**src/rtl/defast_nm_dict_pkg.sv**
```systemverilog
// Shared constants for the multi-message FAST head decoder.
// Holds default field/presence-map widths, the fixed time and spacer widths
// of the decoded message layout, a default (all-zero) message constant and
// the function that derives the decoded message width.
package defast_nm_dict_pkg;

    localparam int unsigned DEF_PMAP_BITS  = 16;
    localparam int unsigned DEF_FIELD_BITS = 8;
    localparam int unsigned TIME_BITS      = 32;
    localparam int unsigned SPC0_BITS      = 8;   // spacer between head fields and time
    localparam int unsigned SPC1_BITS      = 32;  // spacer after time
    localparam int unsigned DEF_MSG_BITS   = 280;

    localparam logic [DEF_MSG_BITS-1:0] DEF_MSG = '0;

    // Decoded message width: head fields, spacer, time, spacer, trailing pad.
    function automatic int unsigned msg_bits(input int unsigned num_copy,
                                             input int unsigned field_bits,
                                             input int unsigned pad_bits);
        return num_copy * field_bits + SPC0_BITS + TIME_BITS + SPC1_BITS + pad_bits;
    endfunction

endpackage

```
**src/rtl/defast_nm_chan.sv**
```systemverilog
// Single-channel FAST head decoder (purely combinational).
// Ports:
//   fast_i  - one FAST message, presence map in the MSBs
//   dict_i  - dictionary seen by this channel, field0 in the MSBs
//   msg_o   - decoded fixed-layout message (all zeros when the map is illegal)
//   err_o   - presence map is illegal
//   dict_o  - dictionary after this channel (unchanged when illegal)
module defast_nm_chan
    import defast_nm_dict_pkg::*;
#(
    parameter int unsigned NUM_COPY   = 3,
    parameter int unsigned FIELD_BITS = DEF_FIELD_BITS,
    parameter int unsigned PMAP_BITS  = DEF_PMAP_BITS,
    parameter int unsigned FAST_BITS  = 344,
    parameter int unsigned PAD_BITS   = 184,
    localparam int unsigned MSG_BITS  = msg_bits(NUM_COPY, FIELD_BITS, PAD_BITS),
    localparam int unsigned DICT_BITS = NUM_COPY * FIELD_BITS
) (
    input  logic [FAST_BITS-1:0] fast_i,
    input  logic [DICT_BITS-1:0] dict_i,
    output logic [MSG_BITS-1:0]  msg_o,
    output logic                 err_o,
    output logic [DICT_BITS-1:0] dict_o
);

    localparam int unsigned STREAM_BITS = FAST_BITS - PMAP_BITS;

    logic [PMAP_BITS-1:0]   pmap;
    logic                   legal;
    logic [DICT_BITS-1:0]   dec_dict;
    logic [TIME_BITS-1:0]   time_val;
    logic [MSG_BITS-1:0]    dec_msg;
    // strm[k] is the byte stream left-aligned so that field k's byte (if any) is on top.
    logic [STREAM_BITS-1:0] strm [NUM_COPY+1];

    assign pmap  = fast_i[FAST_BITS-1 -: PMAP_BITS];
    assign legal = pmap[PMAP_BITS-1] && (pmap[PMAP_BITS-NUM_COPY-2:0] == '0);

    assign strm[0] = fast_i[STREAM_BITS-1:0];

    for (genvar k = 0; k < NUM_COPY; k++) begin : g_field
        logic copy;
        assign copy = pmap[PMAP_BITS-2-k];
        assign dec_dict[DICT_BITS-1-k*FIELD_BITS -: FIELD_BITS] =
            copy ? dict_i[DICT_BITS-1-k*FIELD_BITS -: FIELD_BITS]
                 : strm[k][STREAM_BITS-1 -: FIELD_BITS];
        // Only an explicit field consumes a stream byte.
        assign strm[k+1] = copy ? strm[k] : (strm[k] << FIELD_BITS);
    end

    assign time_val = strm[NUM_COPY][STREAM_BITS-1 -: TIME_BITS];
    assign dec_msg  = {dec_dict, {SPC0_BITS{1'b0}}, time_val, {SPC1_BITS{1'b0}},
                       {PAD_BITS{1'b0}}};

    assign msg_o  = legal ? dec_msg : '0;
    assign err_o  = !legal;
    assign dict_o = legal ? dec_dict : dict_i;

endmodule

```
**src/rtl/defast_nm_dict.sv**
```systemverilog
// Multi-message FAST head decoder with an internal copy-operator dictionary.
// Decodes NUM_CH messages per beat; channel c sees the dictionary as updated
// by the legal, present channels below it. One-deep registered output stage
// with valid/ready handshake.
// Ports:
//   clk, rst            - clock, asynchronous active-high reset
//   in_valid/in_ready   - input beat handshake
//   in_mask, in_fast    - per-channel present flags and FAST messages (ch0 in LSBs)
//   dict_load/dict_data - dictionary preset (field0 in MSBs)
//   out_valid/out_ready - output beat handshake
//   out_mask, out_err   - registered mask and per-channel illegal-map flags
//   out_msg             - decoded messages (ch0 in LSBs)
//   dict_q              - current dictionary
// Build option: define DEFAST_STATS_EN to add saturating per-channel
//   counters stat_msg_cnt / stat_err_cnt (16 bits per channel).
module defast_nm_dict
    import defast_nm_dict_pkg::*;
#(
    parameter int unsigned NUM_CH     = 3,
    parameter int unsigned NUM_COPY   = 3,
    parameter int unsigned FIELD_BITS = DEF_FIELD_BITS,
    parameter int unsigned PMAP_BITS  = DEF_PMAP_BITS,
    parameter int unsigned FAST_BITS  = 344,
    parameter int unsigned PAD_BITS   = 184,
    localparam int unsigned MSG_BITS  = msg_bits(NUM_COPY, FIELD_BITS, PAD_BITS),
    localparam int unsigned DICT_BITS = NUM_COPY * FIELD_BITS
) (
    input  logic                          clk,
    input  logic                          rst,
    input  logic                          in_valid,
    output logic                          in_ready,
    input  logic [NUM_CH-1:0]             in_mask,
    input  logic [NUM_CH*FAST_BITS-1:0]   in_fast,
    input  logic                          dict_load,
    input  logic [DICT_BITS-1:0]          dict_data,
    output logic                          out_valid,
    input  logic                          out_ready,
    output logic [NUM_CH-1:0]             out_mask,
    output logic [NUM_CH-1:0]             out_err,
    output logic [NUM_CH*MSG_BITS-1:0]    out_msg,
    output logic [DICT_BITS-1:0]          dict_q
`ifdef DEFAST_STATS_EN
    ,
    output logic [NUM_CH*16-1:0]          stat_msg_cnt,
    output logic [NUM_CH*16-1:0]          stat_err_cnt
`endif
);

    logic                       accept;
    logic [DICT_BITS-1:0]       chain [NUM_CH+1];
    logic [NUM_CH-1:0]          ch_err;
    logic [NUM_CH-1:0]          err_d;
    logic [NUM_CH*MSG_BITS-1:0] msg_d;

    logic                       out_valid_q;
    logic [NUM_CH-1:0]          mask_q;
    logic [NUM_CH-1:0]          err_q;
    logic [NUM_CH*MSG_BITS-1:0] msg_q;
    logic [DICT_BITS-1:0]       dict_reg_q;

    assign in_ready = !out_valid_q || out_ready;
    assign accept   = in_valid && in_ready;

    assign chain[0] = dict_reg_q;

    for (genvar c = 0; c < NUM_CH; c++) begin : g_chan
        logic [MSG_BITS-1:0]  ch_msg;
        logic [DICT_BITS-1:0] ch_dict;

        defast_nm_chan #(
            .NUM_COPY   (NUM_COPY),
            .FIELD_BITS (FIELD_BITS),
            .PMAP_BITS  (PMAP_BITS),
            .FAST_BITS  (FAST_BITS),
            .PAD_BITS   (PAD_BITS)
        ) u_chan (
            .fast_i (in_fast[c*FAST_BITS +: FAST_BITS]),
            .dict_i (chain[c]),
            .msg_o  (ch_msg),
            .err_o  (ch_err[c]),
            .dict_o (ch_dict)
        );

        // Masked-off channels are transparent to the dictionary chain.
        assign chain[c+1]                      = in_mask[c] ? ch_dict : chain[c];
        assign msg_d[c*MSG_BITS +: MSG_BITS]   = in_mask[c] ? ch_msg : '0;
        assign err_d[c]                        = in_mask[c] & ch_err[c];
    end

    always_ff @(posedge clk or posedge rst) begin
        if (rst) begin
            out_valid_q <= 1'b0;
            mask_q      <= '0;
            err_q       <= '0;
            msg_q       <= '0;
            dict_reg_q  <= '0;
        end else begin
            if (accept) begin
                out_valid_q <= 1'b1;
                mask_q      <= in_mask;
                err_q       <= err_d;
                msg_q       <= msg_d;
            end else if (out_ready) begin
                out_valid_q <= 1'b0;
            end
            // A preset overrides the chain result of a beat accepted in the same cycle.
            if (dict_load) begin
                dict_reg_q <= dict_data;
            end else if (accept) begin
                dict_reg_q <= chain[NUM_CH];
            end
        end
    end

    assign out_valid = out_valid_q;
    assign out_mask  = mask_q;
    assign out_err   = err_q;
    assign out_msg   = msg_q;
    assign dict_q    = dict_reg_q;

`ifdef DEFAST_STATS_EN
    logic [15:0] msg_cnt_q [NUM_CH];
    logic [15:0] err_cnt_q [NUM_CH];

    always_ff @(posedge clk or posedge rst) begin
        if (rst) begin
            for (int c = 0; c < NUM_CH; c++) begin
                msg_cnt_q[c] <= '0;
                err_cnt_q[c] <= '0;
            end
        end else if (accept) begin
            for (int c = 0; c < NUM_CH; c++) begin
                if (in_mask[c] && !ch_err[c] && (msg_cnt_q[c] != 16'hFFFF)) begin
                    msg_cnt_q[c] <= msg_cnt_q[c] + 16'd1;
                end
                if (err_d[c] && (err_cnt_q[c] != 16'hFFFF)) begin
                    err_cnt_q[c] <= err_cnt_q[c] + 16'd1;
                end
            end
        end
    end

    for (genvar c = 0; c < NUM_CH; c++) begin : g_stat
        assign stat_msg_cnt[c*16 +: 16] = msg_cnt_q[c];
        assign stat_err_cnt[c*16 +: 16] = err_cnt_q[c];
    end
`endif

endmodule

```
**config.mk**
```make
export PLATFORM = sky130hd
export DESIGN_NAME = defast_nm_dict
export DESIGN_NICKNAME = d
export VERILOG_FILES = /design/src/rtl/defast_nm_dict_pkg.sv /design/src/rtl/defast_nm_chan.sv /design/src/rtl/defast_nm_dict.sv
export SDC_FILE = /design/constraint.sdc
export NUM_CORES = 1
export LEC_CHECK = 0
export ABC_CLOCK_PERIOD_IN_PS = 35000
export BUFFER_PORTS_ARGS = -buffer_cell sky130_fd_sc_hd__buf_2
export CAP_MARGIN = 40
export CORE_AREA = 5 5 744 746
export DETAILED_ROUTE_END_ITERATION = 8
export DIE_AREA = 0 0 749 751
export HOLD_SLACK_MARGIN = 0.05
export PLACE_DENSITY = 0.3
export SYNTH_ARGS = -nofsm -noshare
export SYNTH_HDL_FRONTEND = slang
export SYNTH_HIERARCHICAL = 1
export SYNTH_SLANG_ARGS = --single-unit
```
**constraint.sdc**
```tcl
create_clock -name clk -period 35 [get_ports clk]
set_input_delay 1.75 -clock clk [delete_from_list [all_inputs] [get_ports clk]]
set_output_delay 1.75 -clock clk [all_outputs]
set_load 0.05 [all_outputs]
```
==> flow_summary.json <==
{
  "r2r_slack_ns": 29.77,
  "grt_max_degree": 187,
  "synth_warnings": 6,
  "wirelength_um": 256000,
  "yosysMostFrequentCell": "mux2i_1",
  "finalSetupViolCount": 0,
  "clock_latency_ns": 0.95,
  "die_area_um2": 562000,
  "syn_inst": 5420,
  "max_cap_violations": 0,
  "slew_headroom_pct": 19.5,
  "synthTopCellsByCount": "mux2i_1, nand2_1, dfrtp_1, inv_1, buf_4",
  "drc_errors": 0,
  "start_util_pct": 9.71,
  "first_global_vias": 37200,
  "whs_ns": 0.486,
  "clkTransAtPathRegs_ns": 0.06,
  "area.growth.synth_to_final_pct": 26.3,
  "clock_path_buffers": 4,
  "crit_required_ns": 35.83,
  "fin_nets": 7489,
  "grt_antenna_before_repair": 83,
  "gp_congestion": 0.738,
  "ant_nets": 0,
  "rows": 272,
  "via_per_inst": 2.63,
  "fin_setup_tns_ns": 0,
  "post_cts_buffers": 0,
  "drtIter0Drc": 1828,
  "arrival_ns": 6.78,
  "critPathMaxFanout": 36,
  "slowest_delay_ns": 0.63,
  "ys_seq_elements": 871,
  "die_h_um": 751,
  "grt.overflow.total": 0,
  "numClockSinks": 871,
  "tightest_slew_ns": 1.21,
  "fmax_mhz": 168,
  "synth_area_leaders": "dfrtp_1, mux2i_1, buf_4",
  "worstSetupPathType": "in2reg",
  "cp-start-kind": "input port",
  "hold_violations": 0,
  "die_w_um": 749,
  "ys_seq_area_share_pct": 41.1,
  "ctsResizeCount": 0,
  "grt_pass1_wl_um": 341000,
  "core_um2": 547000,
  "htreeDepth": 3,
  "r2r_start": "out_valid",
  "p_leak_uw": 0.0343,
  "syn_area_um2": 53100,
  "fin_cells": 13800,
  "hold_path_end": "out_mask[2]",
  "cpMostUsedCell": "buf_4",
  "cp-end-kind": "register",
  "maxSlewViolCount": 0,
  "ctsRootBufferMaster": "clkbuf_16",
  "place_hpwl_um": 202000,
  "drive_gt1_share_pct": 25.5,
  "cts_tree": "done",
  "postCtsHoldBufs": 0,
  "p_per_area_nw_per_um2": 51.2,
  "worstHoldPathCells": 1,
  "globalRouteTotalUtil_pct": 8.76,
  "vias": 36300,
  "synth_top_area_share_pct": 41.1,
  "r2r_cells": 11,
  "rr_endpoint": "out_msg[498]",
  "hp-class": "reg2reg",
  "synth_flop_cell": "dfrtp_1",
  "cts_buffers": 123,
  "place_inst": 13600,
  "port_buffers": 1119,
  "ys_types": 46,
  "finClkSkew_ns": 0.126,
  "synthArstFlopShare_pct": 100,
  "placed_area_um2": 63000,
  "postSynthAreaPerCell_um2": 9.79,
  "outcome": "finished, final reports clean",
  "wl_per_cell_um": 18.5,
  "synth_edf_count": 0,
  "slowest_stage": "buf_4",
  "ir_drop_mv": 0.0444,
  "rsz0062_at_grt": "no",
  "finalCriticalPeriod_ns": 5.94,
  "min-delay-start": "out_mask[2]",
  "num_io_pins": 1936,
  "synth_area_leader_cell": "dfrtp_1",
  "fin_crit_sh_pct": 17.0,
  "path_cells": "buf_2 -> nand2b_4 -> nand2_8 -> buf_4 -> buf_4 -> buf_4 -> buf_16 -> buf_4 -> buf_4 -> buf_12 -> buf_4 -> mux2i_1",
  "design_area_um2": 67000,
  "firstDrtPassIters": 7
}
[report_power, final]
group          internal [µW]  total (µW)  leakage, µW  switching, µW
clock                    728        1270      0.00189            546
sequential              1110        1170       0.0113           56.9
combinational            232         984       0.0211            751
[registers in the layout (all words and copies together) (netlist names)]
| signal | cells |
|---|---|
| out_mask | 3 |
| out_valid | 1 |
| out_msg | 840 |
| dict_q | 24 |
| out_err | 3 |
[final cells by class]
| cell class | count | area, µm² |
|---|---|---|
| flip-flops and latches | 871 | 21800 |
| fillers | 63100 | 480000 |
| multi-input cells | 3338 | 22200 |
| repair buffers | 1219 | 6690 |
| clock buffers | 182 | 3520 |
| diodes | 35 | 87.6 |
| clock inverters | 32 | 392 |
| well taps | 7261 | 9080 |
| inverters | 872 | 3280 |
[worst max-delay path: cells and delay by family]
| kind | cells | cell delay, ns |
|---|---|---|
| buffers and inverters | 9 | 3.83 |
| AND/OR/NAND/NOR | 2 | 0.72 |
| multiplexers | 1 | 0.27 |
[routing by layer]
layer  vias up  global-route usage, %  wire length [µm]
li1      17900                      -                 -
met1     16900                   10.9            110000
met2      1105                   14.1            115000
met3       283                   3.62             24000
met4        40                   1.81              6270
met5         -                      0               280
[layout by cell type, fill, tap and decap left out, drive strengths merged, types with 5 or more instances in the layout]
master / n
buf: 1219
mux2i: 990
nand2: 943
inv: 874
dfrtp: 871
conb: 672
mux2: 213
clkbuf: 182
o21ai: 93
nor2: 87
a211oi: 87
and2: 39
diode: 35
o221ai: 30
a211o: 24
o211ai: 24
o21a: 24
o22ai: 24
a21o: 24
or3b: 24
clkinv: 18
clkinvlp: 7
or3: 6
bufinv: 5
nand2b: 5
[cell families after synthesis]
kind of cell / share of synthesized area [%]
AO/OA/AOI/OAI: 4.76
buffers and inverters: 21.9
multiplexers: 23.4
flip-flops: 41.1
other: 0.0212
XOR/XNOR: 0.0920
AND/OR/NAND/NOR: 8.71
[per-stage QoR]
step                      util (%)  power, µW  setup WS, ns
final                         12.3       3430         29.06
after CTS                     12.2       3530         28.90
after detailed placement      11.5       2190         27.86
after floorplan                  -       1940          8.77
after global routing          12.2       3610         28.72
after global placement        11.4       2190         26.43
[worst max-delay path by stage]
stage,start,depth (start not counted),endpoint,slack [ns]
floorplan,rst,1,dict_q[0],8.77
global placement,out_ready,10,out_msg[492],26.43
detailed placement,out_ready,12,out_msg[772],27.86
CTS,out_ready,12,out_msg[498],28.90
global route,out_ready,12,out_msg[492],28.72
finish,out_ready,12,out_msg[498],29.06
(Power assumes the default switching activity.)
